### src/rtl/tick_sched_pkg.sv
// Shared types, limits and the round-robin helper for the tick scheduler.
package tick_sched_pkg;

   typedef enum logic {
      IDLE  = 1'b0,
      GRANT = 1'b1
   } arb_state_e;

   localparam int N_CH_MAX = 8;
   localparam int IDX_W    = 3;

   // First requesting channel strictly after last, wrapping within n channels.
   function automatic logic [IDX_W-1:0] rr_next(input logic [N_CH_MAX-1:0] req,
                                                input logic [IDX_W-1:0]    last,
                                                input int                  n);
      logic [IDX_W-1:0] pick;
      logic [IDX_W-1:0] idx;
      pick = last;
      for (int k = N_CH_MAX; k >= 1; k--) begin
         idx = IDX_W'((int'(last) + k) % n);
         if (k <= n && req[idx]) pick = idx;
      end
      return pick;
   endfunction

endpackage

### src/rtl/tick_gen.sv
// Free-running base tick: one pulse every BASE_CYCLES+1 clocks, frozen by pause.
module tick_gen #(
   parameter int BASE_CYCLES = 650000
) (
   input  logic clk,
   input  logic rst_n,
   input  logic pause,
   output logic base_tick
);

   localparam int CNT_W = (BASE_CYCLES < 1) ? 1 : $clog2(BASE_CYCLES + 1);
   localparam logic [CNT_W-1:0] CNT_MAX = CNT_W'(BASE_CYCLES);

   logic [CNT_W-1:0] cnt_q, cnt_d;
   logic             tick_q, tick_d;

   always_comb begin
      cnt_d  = cnt_q;
      tick_d = 1'b0;
      if (!pause) begin
         if (cnt_q == CNT_MAX) begin
            cnt_d  = '0;
            tick_d = 1'b1;
         end else begin
            cnt_d = cnt_q + 1'b1;
         end
      end
   end

   always_ff @(posedge clk or negedge rst_n) begin
      if (!rst_n) begin
         cnt_q  <= '0;
         tick_q <= 1'b0;
      end else begin
         cnt_q  <= cnt_d;
         tick_q <= tick_d;
      end
   end

   // A tick registered just before pause rises is suppressed while paused.
   assign base_tick = tick_q & ~pause;

endmodule

### src/rtl/tick_scheduler.sv
// Divides the base tick per channel and grants one consumer at a time via go/done.
module tick_scheduler
   import tick_sched_pkg::*;
#(
   parameter int N_CH        = 4,
   parameter int BASE_CYCLES = 650000,
   parameter int PERIOD_W    = 8,
   parameter int TIMEOUT     = 4096
) (
   input  logic                     clk,
   input  logic                     rst_n,
   input  logic [N_CH-1:0]          enable,
   input  logic [N_CH*PERIOD_W-1:0] period,
   input  logic                     pause,
   input  logic [N_CH-1:0]          done,
   input  logic                     clr_flags,
   output logic [N_CH-1:0]          go,
   output logic                     base_tick,
   output logic                     busy,
   output logic [N_CH-1:0]          overrun,
   output logic                     timeout
);

   localparam int TMR_W = (TIMEOUT < 2) ? 1 : $clog2(TIMEOUT);
   localparam logic [TMR_W-1:0] TMR_LAST = TMR_W'(TIMEOUT - 1);

   arb_state_e          state_q, state_d;
   logic [PERIOD_W-1:0] cnt_q [N_CH];
   logic [PERIOD_W-1:0] cnt_d [N_CH];
   logic [N_CH-1:0]     pend_q, pend_d, go_q, go_d, ovr_q, ovr_d;
   logic [IDX_W-1:0]    sel_q, sel_d, last_q, last_d, pick;
   logic [TMR_W-1:0]    tmr_q, tmr_d;
   logic                to_q, to_d, to_set;
   logic [N_CH-1:0]     fire, off, req, ovr_set, grant;
   logic [N_CH_MAX-1:0] done_ext;
   logic [PERIOD_W-1:0] p;

   tick_gen #(.BASE_CYCLES(BASE_CYCLES)) u_tick_gen (
      .clk       (clk),
      .rst_n     (rst_n),
      .pause     (pause),
      .base_tick (base_tick)
   );

   assign done_ext = N_CH_MAX'(done);

   always_comb begin
      fire = '0;
      off  = '0;
      p    = '0;
      for (int i = 0; i < N_CH; i++) begin
         cnt_d[i] = cnt_q[i];
         p        = period[i*PERIOD_W +: PERIOD_W];
         off[i]   = !enable[i] || (p == '0);
         if (off[i]) begin
            cnt_d[i] = '0;
         end else if (base_tick) begin
            // >= keeps a counter from running away if the period shrinks mid-count
            if (cnt_q[i] >= p - 1'b1) begin
               cnt_d[i] = '0;
               fire[i]  = 1'b1;
            end else begin
               cnt_d[i] = cnt_q[i] + 1'b1;
            end
         end
      end
      ovr_set = fire & (pend_q | go_q);
      req     = (pend_q | (fire & ~go_q)) & ~off;
   end

   always_comb begin
      state_d = state_q;
      go_d    = go_q;
      sel_d   = sel_q;
      last_d  = last_q;
      tmr_d   = tmr_q;
      grant   = '0;
      to_set  = 1'b0;
      pick    = rr_next(N_CH_MAX'(req), last_q, N_CH);
      case (state_q)
         IDLE: begin
            // Fresh fires are visible here so go rises the cycle after base_tick.
            if (|req) begin
               grant   = N_CH'(1) << pick;
               go_d    = grant;
               sel_d   = pick;
               tmr_d   = '0;
               state_d = GRANT;
            end
         end
         GRANT: begin
            if (done_ext[sel_q]) begin
               go_d    = '0;
               last_d  = sel_q;
               state_d = IDLE;
            end else if (tmr_q == TMR_LAST) begin
               go_d    = '0;
               last_d  = sel_q;
               to_set  = 1'b1;
               state_d = IDLE;
            end else begin
               tmr_d = tmr_q + 1'b1;
            end
         end
         default: state_d = IDLE;
      endcase
   end

   always_comb begin
      pend_d = req & ~grant;
      ovr_d  = (ovr_q & ~{N_CH{clr_flags}}) | ovr_set;
      to_d   = (to_q & ~clr_flags) | to_set;
   end

   always_ff @(posedge clk or negedge rst_n) begin
      if (!rst_n) begin
         state_q <= IDLE;
         pend_q  <= '0;
         go_q    <= '0;
         ovr_q   <= '0;
         to_q    <= 1'b0;
         sel_q   <= '0;
         last_q  <= IDX_W'(N_CH - 1);
         tmr_q   <= '0;
         for (int i = 0; i < N_CH; i++) cnt_q[i] <= '0;
      end else begin
         state_q <= state_d;
         pend_q  <= pend_d;
         go_q    <= go_d;
         ovr_q   <= ovr_d;
         to_q    <= to_d;
         sel_q   <= sel_d;
         last_q  <= last_d;
         tmr_q   <= tmr_d;
         for (int i = 0; i < N_CH; i++) cnt_q[i] <= cnt_d[i];
      end
   end

   assign go      = go_q;
   assign busy    = (state_q == GRANT);
   assign overrun = ovr_q;
   assign timeout = to_q;

endmodule

### config.mk
export PLATFORM = sky130hd
export DESIGN_NAME = tick_scheduler
export DESIGN_NICKNAME = d
export VERILOG_FILES = /design/src/rtl/tick_sched_pkg.sv /design/src/rtl/tick_gen.sv /design/src/rtl/tick_scheduler.sv
export SDC_FILE = /design/constraint.sdc
export NUM_CORES = 1
export LEC_CHECK = 0
export CAP_MARGIN = 10
export CORE_MARGIN = 2
export CORE_UTILIZATION = 45
export DETAILED_ROUTE_END_ITERATION = 8
export DONT_BUFFER_PORTS = 1
export SLEW_MARGIN = 40
export SYNTH_ARGS = -nofsm -noshare
export SYNTH_HDL_FRONTEND = slang
export SYNTH_SLANG_ARGS = --single-unit
### constraint.sdc
create_clock -name clk -period 6.34 [get_ports clk]
set_input_delay 0.951 -clock clk [delete_from_list [all_inputs] [get_ports clk]]
set_output_delay 0.951 -clock clk [all_outputs]
set_load 0.03 [all_outputs]
==> impl_metrics.ini <==
[final_layout]
fin_area_sq_mm = 0.00598
drive_above_1_share_pct = 7.00
filler_cell_count = 1117
diodes = 0
areaGrowthSynthToFinish_pct = 8.56
nets = 700

[floorplanning]
die_area_sq_mm = 0.0132
boundaryPins = 55
core_area_sq_mm = 0.0120
initial_core_util_pct = 46.1
die_w_microns = 115
rows = 40
dieHeight_microns = 115

[sta]
final-hold-violation-count = 0
relSlewSlack_pct = 50.9
min_period_ns = 4.13
finalSetupViolCount = 0
max_freq_mhz = 242
slew_violations = 0
worstMarginPinSlew_ns = 0.731
finClkSkew_ns = 0.0107
tns_ns = 0
grt_setup_unrepaired = no
fin_crit_sh_pct = 65.1

[yosys]
synth-seq-cells = 84
syn_area_sq_mm = 0.00551
synth_seq_area_share_pct = 38.2
async_flop_share_pct = 100
ys.flop_type = dfrtp_1
synth_edf_count = 0
syn_avg_cell_area_sq_um = 9.08
synth_warnings = 0
synthDistinctLibCells = 59
synth_nets = 698
synthCells = 607

[worst_setup_path]
crit_chain = or4_4 > nor4_1 > xnor2_1 > ha_1 > and2_1 > o2111ai_1 > o21ai_1 > a21oi_4 > and2_2 > a21oi_2 > and2_1 > a21oi_1
cp.required_ns = 6.52
cp_max_fo = 13
slowest_delay_ns = 0.59
critPathArrivalTime_ns = 4.31
crit_top_cell = and2_1
critPathLaunchType = input port
critPathSlowestCell = o21ai_1
crit_type = in2reg
end_kind = flop

[route]
drt-wirelength-per-cell_microns = 14.8
drcViolationCount = 0
dr_total_vias = 4312
totalWireLength_mm = 11.2
ant_nets = 0
via_per_inst = 5.67
drt_iter0_drc = 216
first_pass_iters = 4

[clock_tree]
post_cts_buffers = 0
cts_sinks = 84
numCtsBuffers = 9
holdBufCountCts = 0
clock_latency_ns = 0.34
cts_root_buf = clkbuf_16
clkTransAtPathRegs_ns = 0.07
cts_buffer_depth = 2
cts_max_level = 3
cts_resized = 0
cts_tree = done

[grt]
antenna_found_initial = 0
grt_max_degree = 85
grt_pass1_wl_mm = 19.0
grt_use_met3_pct = 3.39
met1_usage_pct = 24.2
grt.overflow.total = 0
grtUsageTotal_pct = 17.9
grt_pass1_vias = 4175
gr-max-usage-layer = met2
use_met2_pct = 29.4

[pwr]
ir_worst_vdd_mv = 0.160
total_leakage_power_nw = 2.73
powerDensity_mw_per_mm2 = 205

[status]
status = completed

[placement]
place_area_sq_mm = 0.00568
gp_congestion = 0.813
port_buffers = 0
hpwl_mm = 8.42

[hold_path]
hp-class = in2async

[flow_run]
maxCapViolations = 0
registers in the layout, summed over array words and instances, names as in the netlist:
signal	count
sel_q	3
pend_q	4
overrun	4
last_q	2
cnt_q	32
u_tick_gen.tick_q	1
timeout	1
tmr_q	12
busy	1
go	4
u_tick_gen.cnt_q	20
metal layers:
metal | share of wire [%] | up-vias
met1 | 48 | 2056
li1 | - | 2160
met3 | 3.9 | 10
met4 | 0.84 | 0
met2 | 47 | 86
met5 | 0 | -
worst paths after layout:
path,endpoint,cells after the start,slack [ns],start
min,cnt_q[23],0,0.30,rst_n
min in group clk,sel_q[2],1,0.50,sel_q[2]
max reg2reg,go[2],9,3.24,cnt_q[10]
min reg2reg,sel_q[2],1,0.50,sel_q[2]
max in group asynchronous,last_q[1],0,5.84,rst_n
max,pend_q[2],12,2.21,period[10]
cell type report:
class | count | area (sq um) | share of cell area [%]
multi-input cells | 478 | 3240 | 54.2
flip-flops and latches | 84 | 2100 | 35.2
clock buffers | 9 | 225 | 3.76
well taps | 147 | 184 | 3.07
inverters | 33 | 124 | 2.07
clock inverters | 7 | 82.6 | 1.38
repair buffers | 3 | 22.5 | 0.376
cell families (layout without fill, tap and decap cells):
logic type,after synthesis,after routing,synth area share (%)
AND/OR/NAND/NOR,252,252,23.9
AO/OA/AOI/OAI,127,127,15.3
flip-flops,84,84,38.2
adder cells (fa/ha/maj),47,47,10.7
XOR/XNOR,47,47,7.47
buffers and inverters,45,52,3.22
multiplexers,5,5,1.18
stage by stage:
stage / setup slack [ns] / power (mW) / instances / utilization, % / hold WS [ns]
global route: 1.95 / 1.29 / 761 / 50.0 / 0.283
floorplan: 2.41 / 0.676 / 607 / - / 0.444
detailed placement: 1.88 / 0.700 / 745 / 47.5 / 0.484
CTS: 2.23 / 1.24 / 761 / 50.0 / 0.288
finish: 2.21 / 1.23 / 761 / 50.0 / 0.298
global placement: 1.68 / 0.697 / 745 / 47.4 / 0.459
where the power goes:
group          switching [mW]  internal, mW
combinational          0.0493        0.0508
sequential             0.0297         0.559
clock                   0.228         0.312
cell usage in the layout (no fill, tap or decap), types with 4 or more instances in the layout:
cell	n
xnor2_1	29
and3_1	20
and2_1	4
nor2b_1	9
inv_1	32
or2_2	5
ha_1	47
nor4_1	9
nand2b_1	11
nand4_1	7
a21o_1	8
dfrtp_1	82
nor2_1	67
clkbuf_16	9
a21oi_1	50
nand2_1	42
nor3b_1	14
nor3_1	14
or3_1	13
o21ai_0	33
xor2_1	18
nor4b_1	4
a22o_1	4
nand3_1	20
critical path: cells and delay by family:
family,cells,cell delay [ns]
AOI/OAI and AO/OA,5,1.42
xor gates and xnor gates,1,0.12
adders and majority gates,1,0.29
and+or+nand+nor,5,1.50
cell usage after synthesis, types with 5 or more instances:
cell	instances	area (sq um)
dfrtp_1	82	2050
nor2_1	67	251
a21oi_1	51	255
ha_1	47	588
nand2_1	42	158
o21ai_0	33	165
inv_1	32	120
xnor2_1	29	254
and3_1	20	125
nand3_1	20	100
xor2_1	18	158
nor3_1	14	70.1
nor3b_1	14	105
or3_1	13	81.3
nand2b_1	11	68.8
clkbuf_1	10	37.5
nor2b_1	9	56.3
nor4_1	9	56.3
a21o_1	8	60.1
nand4_1	7	43.8
or2_2	5	31.3
Note: power is estimated with default switching activity, not from simulation.
